### config.mk
export PLATFORM = sky130hd
export DESIGN_NAME = fetch_unit
export DESIGN_NICKNAME = d
export VERILOG_FILES = /design/src/rtl/fetch_unit.sv
export SDC_FILE = /design/constraint.sdc
export NUM_CORES = 1
export LEC_CHECK = 0
export CAP_MARGIN = 5
export CORE_MARGIN = 8
export CORE_UTILIZATION = 44
export CTS_CLUSTER_DIAMETER = 100
export DETAILED_ROUTE_END_ITERATION = 8
export PLACE_DENSITY = 0.78
export SLEW_MARGIN = 40
export SYNTH_ARGS = -nofsm -noshare
export SYNTH_HDL_FRONTEND = slang
export SYNTH_SLANG_ARGS = --single-unit
### constraint.sdc
create_clock -name clock -period 3.2 [get_ports clock]
set_input_delay 0.64 -clock clock [delete_from_list [all_inputs] [get_ports clock]]
set_output_delay 0.64 -clock clock [all_outputs]
set_load 0.02 [all_outputs]
### src/rtl/fetch_unit.sv
// Single-outstanding instruction fetch stage: owns the PC, fetches from imem, hands words to decode.
// Optional misaligned-target trap enabled by defining FETCH_MISALIGN_TRAP_EN.
module fetch_unit #(
  parameter logic [31:0] RESET_PC = 32'h0000_0000,
  parameter logic [7:0]  WAIT_MAX = 8'd255
) (
  input  logic        clock,
  input  logic        reset,
  output logic        imem_req_valid,
  input  logic        imem_req_ready,
  output logic [31:0] imem_addr,
  input  logic        imem_resp_valid,
  input  logic [31:0] imem_resp_data,
  output logic        instr_valid,
  input  logic        instr_ready,
  output logic [31:0] instruction,
  output logic [31:0] instr_pc,
  input  logic        upd_valid,
  input  logic [1:0]  orig_pc,
  input  logic        branch_taken,
  input  logic [31:0] imm,
  output logic [31:0] instret,
  output logic        fetch_fault
);

  localparam logic [1:0]  OrigPc4   = 2'b00;
  localparam logic [1:0]  OrigPcBeq = 2'b01;
  localparam logic [1:0]  OrigPcImm = 2'b10;
  localparam logic [31:0] Nop       = 32'h0000_0013;

  typedef enum logic [1:0] {StFetch, StWait, StIssue, StExec} state_e;

  state_e      state_q, state_d;
  logic [31:0] pc_q, pc_d;
  logic [31:0] instr_q, instr_d;
  logic [31:0] instr_pc_q, instr_pc_d;
  logic [31:0] instret_q, instret_d;
  logic [7:0]  wait_cnt_q, wait_cnt_d;
  logic [31:0] pc_offset;
  logic [31:0] next_pc;
  logic        retire;

`ifdef FETCH_MISALIGN_TRAP_EN
  logic fault_q, fault_d;
  assign fetch_fault = fault_q;
`else
  assign fetch_fault = 1'b0;
`endif

  always_comb begin
    pc_offset = 32'd4;
    case (orig_pc)
      OrigPcImm: pc_offset = imm;
      OrigPcBeq: pc_offset = branch_taken ? imm : 32'd4;
      OrigPc4:   pc_offset = 32'd4;
      default:   pc_offset = 32'd4;
    endcase
  end

  assign next_pc = pc_q + pc_offset;

  always_comb begin
    state_d        = state_q;
    pc_d           = pc_q;
    instr_d        = instr_q;
    instr_pc_d     = instr_pc_q;
    instret_d      = instret_q;
    wait_cnt_d     = wait_cnt_q;
    retire         = 1'b0;
    imem_req_valid = 1'b0;
    instr_valid    = 1'b0;
`ifdef FETCH_MISALIGN_TRAP_EN
    fault_d        = fault_q;
`endif

    unique case (state_q)
      StFetch: begin
        imem_req_valid = 1'b1;
        if (imem_req_ready) begin
          state_d    = StWait;
          wait_cnt_d = 8'd0;
        end
      end
      StWait: begin
        if (imem_resp_valid) begin
          instr_d    = imem_resp_data;
          instr_pc_d = pc_q;
          state_d    = StIssue;
        end else if (wait_cnt_q + 8'd1 == WAIT_MAX) begin
          // Response presumed lost: re-request the same pc.
          state_d    = StFetch;
          wait_cnt_d = 8'd0;
        end else begin
          wait_cnt_d = wait_cnt_q + 8'd1;
        end
      end
      StIssue: begin
        instr_valid = 1'b1;
        if (instr_ready) begin
          if (upd_valid) retire = 1'b1;
          else           state_d = StExec;
        end
      end
      StExec: begin
        if (upd_valid) retire = 1'b1;
      end
      default: state_d = StFetch;
    endcase

    if (retire) begin
`ifdef FETCH_MISALIGN_TRAP_EN
      // A trapped unit stays parked in EXEC until reset.
      if (fault_q || next_pc[1:0] != 2'b00) begin
        fault_d = 1'b1;
        state_d = StExec;
      end else begin
        pc_d      = next_pc;
        instret_d = instret_q + 32'd1;
        state_d   = StFetch;
      end
`else
      pc_d      = next_pc & ~32'h3;
      instret_d = instret_q + 32'd1;
      state_d   = StFetch;
`endif
    end
  end

  always_ff @(posedge clock) begin
    if (reset) begin
      state_q    <= StFetch;
      pc_q       <= RESET_PC;
      instr_q    <= Nop;
      instr_pc_q <= RESET_PC;
      instret_q  <= 32'd0;
      wait_cnt_q <= 8'd0;
`ifdef FETCH_MISALIGN_TRAP_EN
      fault_q    <= 1'b0;
`endif
    end else begin
      state_q    <= state_d;
      pc_q       <= pc_d;
      instr_q    <= instr_d;
      instr_pc_q <= instr_pc_d;
      instret_q  <= instret_d;
      wait_cnt_q <= wait_cnt_d;
`ifdef FETCH_MISALIGN_TRAP_EN
      fault_q    <= fault_d;
`endif
    end
  end

  assign imem_addr   = pc_q;
  assign instruction = instr_q;
  assign instr_pc    = instr_pc_q;
  assign instret     = instret_q;

endmodule

==> flow_summary.html <==
<table>
<tr><th>Metric</th><th>Value</th></tr>
<tr><th colspan="2">Floorplan</th></tr>
<tr><td>Number of placement rows</td><td>46</td></tr>
<tr><td>Initial core utilization</td><td>0.451</td></tr>
<tr><td>Die Outline Area</td><td>0.0207 mm2</td></tr>
<tr><td>Core Box Area</td><td>0.0159 mm2</td></tr>
<tr><td>I/O pin count</td><td>204</td></tr>
<tr><td>Chip Height</td><td>144 um</td></tr>
<tr><td>Horizontal die dimension</td><td>144 um</td></tr>
<tr><th colspan="2">Critical path</th></tr>
<tr><td>Setup slack of the worst register-to-register path</td><td>630 ps</td></tr>
<tr><td>Worst Path Class, Setup</td><td>primary input to register</td></tr>
<tr><td>Startpoint class of the critical path</td><td>primary input</td></tr>
<tr><td>Element type at the critical path end</td><td>register</td></tr>
<tr><td>Required time of the critical path</td><td>3510 ps</td></tr>
<tr><td>Number of cell instances on the worst register-to-register path</td><td>10</td></tr>
<tr><td>Highest fanout seen on the critical path</td><td>6</td></tr>
<tr><td>Data arrival at the endpoint of the critical path</td><td>3460 ps</td></tr>
<tr><th colspan="2">Placed design</th></tr>
<tr><td>Minimum setup slack after placement</td><td>-967 ps</td></tr>
<tr><td>DP Wirelength</td><td>16,900 um</td></tr>
<tr><td>RePlAce Congestion</td><td>0.903</td></tr>
<tr><td>Buffers on Ports</td><td>196</td></tr>
<tr><td>Area after DPL</td><td>0.0100 mm2</td></tr>
<tr><td>Inst Count DP</td><td>1,389</td></tr>
<tr><th colspan="2">Drt</th></tr>
<tr><td>Number of design rule violations left after detail routing</td><td>0</td></tr>
<tr><td>Count of antenna-violating nets left after detailed routing</td><td>0</td></tr>
<tr><td>Met3 wire len</td><td>1970 um</td></tr>
<tr><td>Average routed wire per standard cell</td><td>16.6 um</td></tr>
<tr><td>Violation count after the first detailed-routing iteration</td><td>453</td></tr>
<tr><td>Highest metal layer used by the detailed router</td><td>met4</td></tr>
<tr><td>Met2 Wirelength</td><td>11,400 um</td></tr>
<tr><td>Router iterations before antenna repair</td><td>5</td></tr>
<tr><td>Vias per std cell</td><td>5.32</td></tr>
<tr><td>Total Routed Length</td><td>23,800 um</td></tr>
<tr><td>Metal1 wirelength</td><td>9930 um</td></tr>
<tr><td>Vias</td><td>7,593</td></tr>
<tr><th colspan="2">Clock tree</th></tr>
<tr><td>Worst skew pair latency</td><td>430 ps</td></tr>
<tr><td>Clock-pin slew of the registers on the worst-case setup and hold paths</td><td>60 ps</td></tr>
<tr><td>CTS tree</td><td>done</td></tr>
<tr><td>Number of buffers created by CTS</td><td>17</td></tr>
<tr><td>Buffer depth of the longest clock path</td><td>2</td></tr>
<tr><td>CTS Sinks</td><td>134</td></tr>
<tr><td>Number of H-tree levels</td><td>4</td></tr>
<tr><td>Cell at the root of the clock tree</td><td>sky130_fd_sc_hd__clkbuf_16</td></tr>
<tr><td>Number of buffers added to fix hold violations after cts</td><td>0</td></tr>
<tr><th colspan="2">Yosys</th></tr>
<tr><td>Total of warnings raised by yosys</td><td>0</td></tr>
<tr><td>Number of synthesized flops with an enable pin</td><td>0</td></tr>
<tr><td>Post-Syn Area per Cell</td><td>7.79 um2</td></tr>
<tr><td>Share of flip-flops with an asynchronous set or reset</td><td>0</td></tr>
<tr><td>Post-synthesis cell area</td><td>0.00720 mm2</td></tr>
<tr><td>Post-synth cell types</td><td>64</td></tr>
<tr><td>Biggest area contributors in the synthesized netlist</td><td>sky130_fd_sc_hd__dfxtp_1 (37%), sky130_fd_sc_hd__nand2_1 (10%), sky130_fd_sc_hd__a21oi_1 (8.1%), sky130_fd_sc_hd__ha_1 (6.8%), sky130_fd_sc_hd__nor2_1 (3.2%)</td></tr>
<tr><td>Area share of the leading cell type in the synthesized netlist</td><td>0.373</td></tr>
<tr><td>Most used flip-flop cell after synthesis</td><td>sky130_fd_sc_hd__dfxtp_1</td></tr>
<tr><td>Flip-flop and latch count after synthesis</td><td>134</td></tr>
<tr><td>Number of cells produced by synthesis</td><td>924</td></tr>
<tr><td>Synth area leader</td><td>sky130_fd_sc_hd__dfxtp_1</td></tr>
<tr><td>Part of the Yosys area used for sequential elements</td><td>0.373</td></tr>
<tr><th colspan="2">Power and ir drop</th></tr>
<tr><td>Cell internal power dissipation</td><td>3.23 mW</td></tr>
<tr><td>Leak</td><td>4.24 nW</td></tr>
<tr><td>Power per standard cell area</td><td>415 mW/mm2</td></tr>
<tr><td>Part of the total power dissipated in combinational logic</td><td>0.176</td></tr>
<tr><td>Total power consumption of the routed design</td><td>4.53 mW</td></tr>
<tr><td>Register share of total power</td><td>0.390</td></tr>
<tr><td>Net Switching</td><td>1.30 mW</td></tr>
<tr><td>Part of the total power dissipated in the clock network</td><td>0.434</td></tr>
<tr><td>Worst voltage drop across the vdd grid</td><td>0.372 mV</td></tr>
<tr><td>Net switching share of the total power</td><td>0.286</td></tr>
<tr><th colspan="2">Final layout</th></tr>
<tr><td>Number of nets at the end of the flow</td><td>1,311</td></tr>
<tr><td>Final-layout fill cell count</td><td>1,296</td></tr>
<tr><td>Multi-input logic area</td><td>0.00454 mm2</td></tr>
<tr><td>Area growth, synth to finish</td><td>51.6%</td></tr>
<tr><td>Antenna fix cells</td><td>0</td></tr>
<tr><td>Post-route design area</td><td>0.0109 mm2</td></tr>
<tr><td>Non-filler instance count after layout</td><td>1,427</td></tr>
<tr><td>Final core utilization</td><td>0.684</td></tr>
<tr><td>Sequential cell area</td><td>0.00268 mm2</td></tr>
<tr><td>Share of post-route cells with drive strength above 1</td><td>0.164</td></tr>
<tr><th colspan="2">Timing</th></tr>
<tr><td>Number of endpoints failing setup at the final stage</td><td>0</td></tr>
<tr><td>Final worst hold slack</td><td>452 ps</td></tr>
<tr><td>Headroom to the max-slew limit</td><td>0.492</td></tr>
<tr><td>Upper clock frequency limit</td><td>318 MHz</td></tr>
<tr><td>Tightest Pin Transition</td><td>759 ps</td></tr>
<tr><td>Summed negative setup slack over all endpoints</td><td>0 ps</td></tr>
<tr><td>Count of endpoints failing hold in the final timing report</td><td>0</td></tr>
<tr><td>Setup slack after layout</td><td>54.2 ps</td></tr>
<tr><td>Final worst-path cycle share</td><td>0.983</td></tr>
<tr><td>Minimum clock period</td><td>3150 ps</td></tr>
<tr><td>Pins over their slew limit</td><td>0</td></tr>
<tr><td>Clock Skews</td><td>9.19 ps</td></tr>
<tr><th colspan="2">Global routing</th></tr>
<tr><td>Largest net degree at the start of global routing</td><td>64</td></tr>
<tr><td>Vias in the first global route</td><td>7,404</td></tr>
<tr><td>Global-route usage over all layers</td><td>0.226</td></tr>
<tr><td>Global route total overflow</td><td>0</td></tr>
<tr><td>Number of antenna violations at the first check in global routing</td><td>0</td></tr>
<tr><td>Wire length of the first global-routing pass</td><td>37,500 um</td></tr>
<tr><th colspan="2">Hold path</th></tr>
<tr><td>Worst Hold Depth</td><td>2</td></tr>
<tr><td>Min-delay worst type</td><td>register to register</td></tr>
<tr><th colspan="2">Run status</th></tr>
<tr><td>Status</td><td>completed</td></tr>
<tr><th colspan="2">Flow run</th></tr>
<tr><td>Max Cap Violations</td><td>0</td></tr>
</table>
-- worst paths after layout --
kind	startpoint	end
max reg2reg	state_q[0]$_SDFFE_PP0P_	imem_addr[31]$_SDFFE_PP0P_
min	instr_pc[27]$_SDFFE_PP0P_	instr_pc[27]$_SDFFE_PP0P_
max	orig_pc[1]	imem_addr[31]$_SDFFE_PP0P_
min reg2reg	instr_pc[27]$_SDFFE_PP0P_	instr_pc[27]$_SDFFE_PP0P_
-- per-layer routing --
metal  track usage  up-vias
met5             0        -
met4        0.0764        0
met3        0.0650       37
met2         0.389      265
met1         0.262     3543
li1              -     3748
-- cell type report --
cell class | instances | area share
clock buffer | 18 | 0.0393
clock inverter | 14 | 0.0151
inverter | 20 | 0.00688
multi-input combinational | 724 | 0.416
sequential | 134 | 0.246
tap | 216 | 0.0248
timing repair buffer | 301 | 0.252
-- logic make-up (layout without fill, tap and decap cells) --
kind of cell	count (synthesis)	after routing	synth area share
flops	134	134	0.373
mux	6	6	0.00852
compound gates	238	238	0.198
simple gates	390	392	0.257
xor+xnor	43	43	0.0523
fa+ha+maj	40	40	0.0706
buf+inv	72	353	0.0407
other cells	1	5	0.000521
-- what timing repair did --
item,CTS,global route
endpoints found under the setup margin,21,20
setup buffers,4,1
cloned,2,0
gates resized for setup,28,35
pin swaps,9,16
-- cell usage in the layout (no fill, tap or decap), types with 4 or more instances in the layout --
cell / n
sky130_fd_sc_hd__nand2_1: 191
sky130_fd_sc_hd__clkdlybuf4s50_1: 191
sky130_fd_sc_hd__dfxtp_1: 134
sky130_fd_sc_hd__a21oi_1: 110
sky130_fd_sc_hd__buf_4: 106
sky130_fd_sc_hd__nor2_1: 60
sky130_fd_sc_hd__o21ai_0: 33
sky130_fd_sc_hd__ha_1: 29
sky130_fd_sc_hd__and2_1: 28
sky130_fd_sc_hd__xnor2_1: 22
sky130_fd_sc_hd__xor2_1: 21
sky130_fd_sc_hd__inv_1: 18
sky130_fd_sc_hd__nor3_1: 18
sky130_fd_sc_hd__clkbuf_16: 17
sky130_fd_sc_hd__nand3_1: 16
sky130_fd_sc_hd__a21o_1: 15
sky130_fd_sc_hd__nand4_1: 11
sky130_fd_sc_hd__o21a_1: 11
sky130_fd_sc_hd__and3_1: 10
sky130_fd_sc_hd__or3_1: 9
sky130_fd_sc_hd__ha_4: 7
sky130_fd_sc_hd__a21oi_2: 6
sky130_fd_sc_hd__nand2b_1: 6
sky130_fd_sc_hd__o21ai_1: 6
sky130_fd_sc_hd__o211ai_1: 6
sky130_fd_sc_hd__nand3b_1: 6
sky130_fd_sc_hd__a211oi_1: 6
sky130_fd_sc_hd__o21bai_1: 5
sky130_fd_sc_hd__mux2i_1: 5
sky130_fd_sc_hd__a22oi_1: 5
sky130_fd_sc_hd__conb_1: 5
sky130_fd_sc_hd__nor2b_1: 4
sky130_fd_sc_hd__and4_1: 4
sky130_fd_sc_hd__clkinvlp_4: 4
sky130_fd_sc_hd__inv_6: 4
-- cells in the mapped netlist, drive strengths merged (3+ instances only) --
cell,number
o21a,11
nand2b,6
nand4,12
o311ai,3
nand2,192
o31ai,3
o21ai,40
a211oi,9
nand3b,6
inv,20
nor3,19
dfxtp,134
mux2i,5
clkbuf,43
or3,10
a22oi,6
a21oi,117
o21bai,6
a21o,15
and3,11
ha,39
xnor2,22
nand3,17
and2,32
a31oi,5
buf,9
nor2b,6
nor3b,3
xor2,21
and4,5
nor2,62
o211ai,6
-- power groups by stage --
| stage | Clock, mW | Combinational (mW) | Sequential, mW |
|---|---|---|---|
| 4_1_cts | 2.00 | 0.791 | 1.77 |
| 2_1_floorplan | 0 | 0.379 | 1.86 |
| 3_3_place_gp | 0 | 0.762 | 1.80 |
| 3_5_place_dp | 0 | 0.769 | 1.80 |
| 5_1_grt | 2.08 | 0.871 | 1.77 |
| 6_report | 1.97 | 0.796 | 1.77 |
-- state kept, by name, indices dropped and copies added (netlist names) --
register	cells
state_q	2
instruction	32
wait_cnt_q	8
instr_pc	30
instret	32
imem_addr	30
-- critical path, stage by stage --
cell and delay [ps]:
sky130_fd_sc_hd__buf_4 100, sky130_fd_sc_hd__inv_2 40, sky130_fd_sc_hd__ha_4 160, sky130_fd_sc_hd__a21oi_4 310, sky130_fd_sc_hd__nor2_4 130, sky130_fd_sc_hd__buf_4 150, sky130_fd_sc_hd__and2_4 160, sky130_fd_sc_hd__ha_4 210
sky130_fd_sc_hd__a21oi_1 190, sky130_fd_sc_hd__o21ai_1 110, sky130_fd_sc_hd__a221oi_2 340, sky130_fd_sc_hd__nand3_1 180, sky130_fd_sc_hd__a21oi_2 170, sky130_fd_sc_hd__mux2i_1 210, sky130_fd_sc_hd__mux2_2 340
Power figures use the tool's default switching activity.
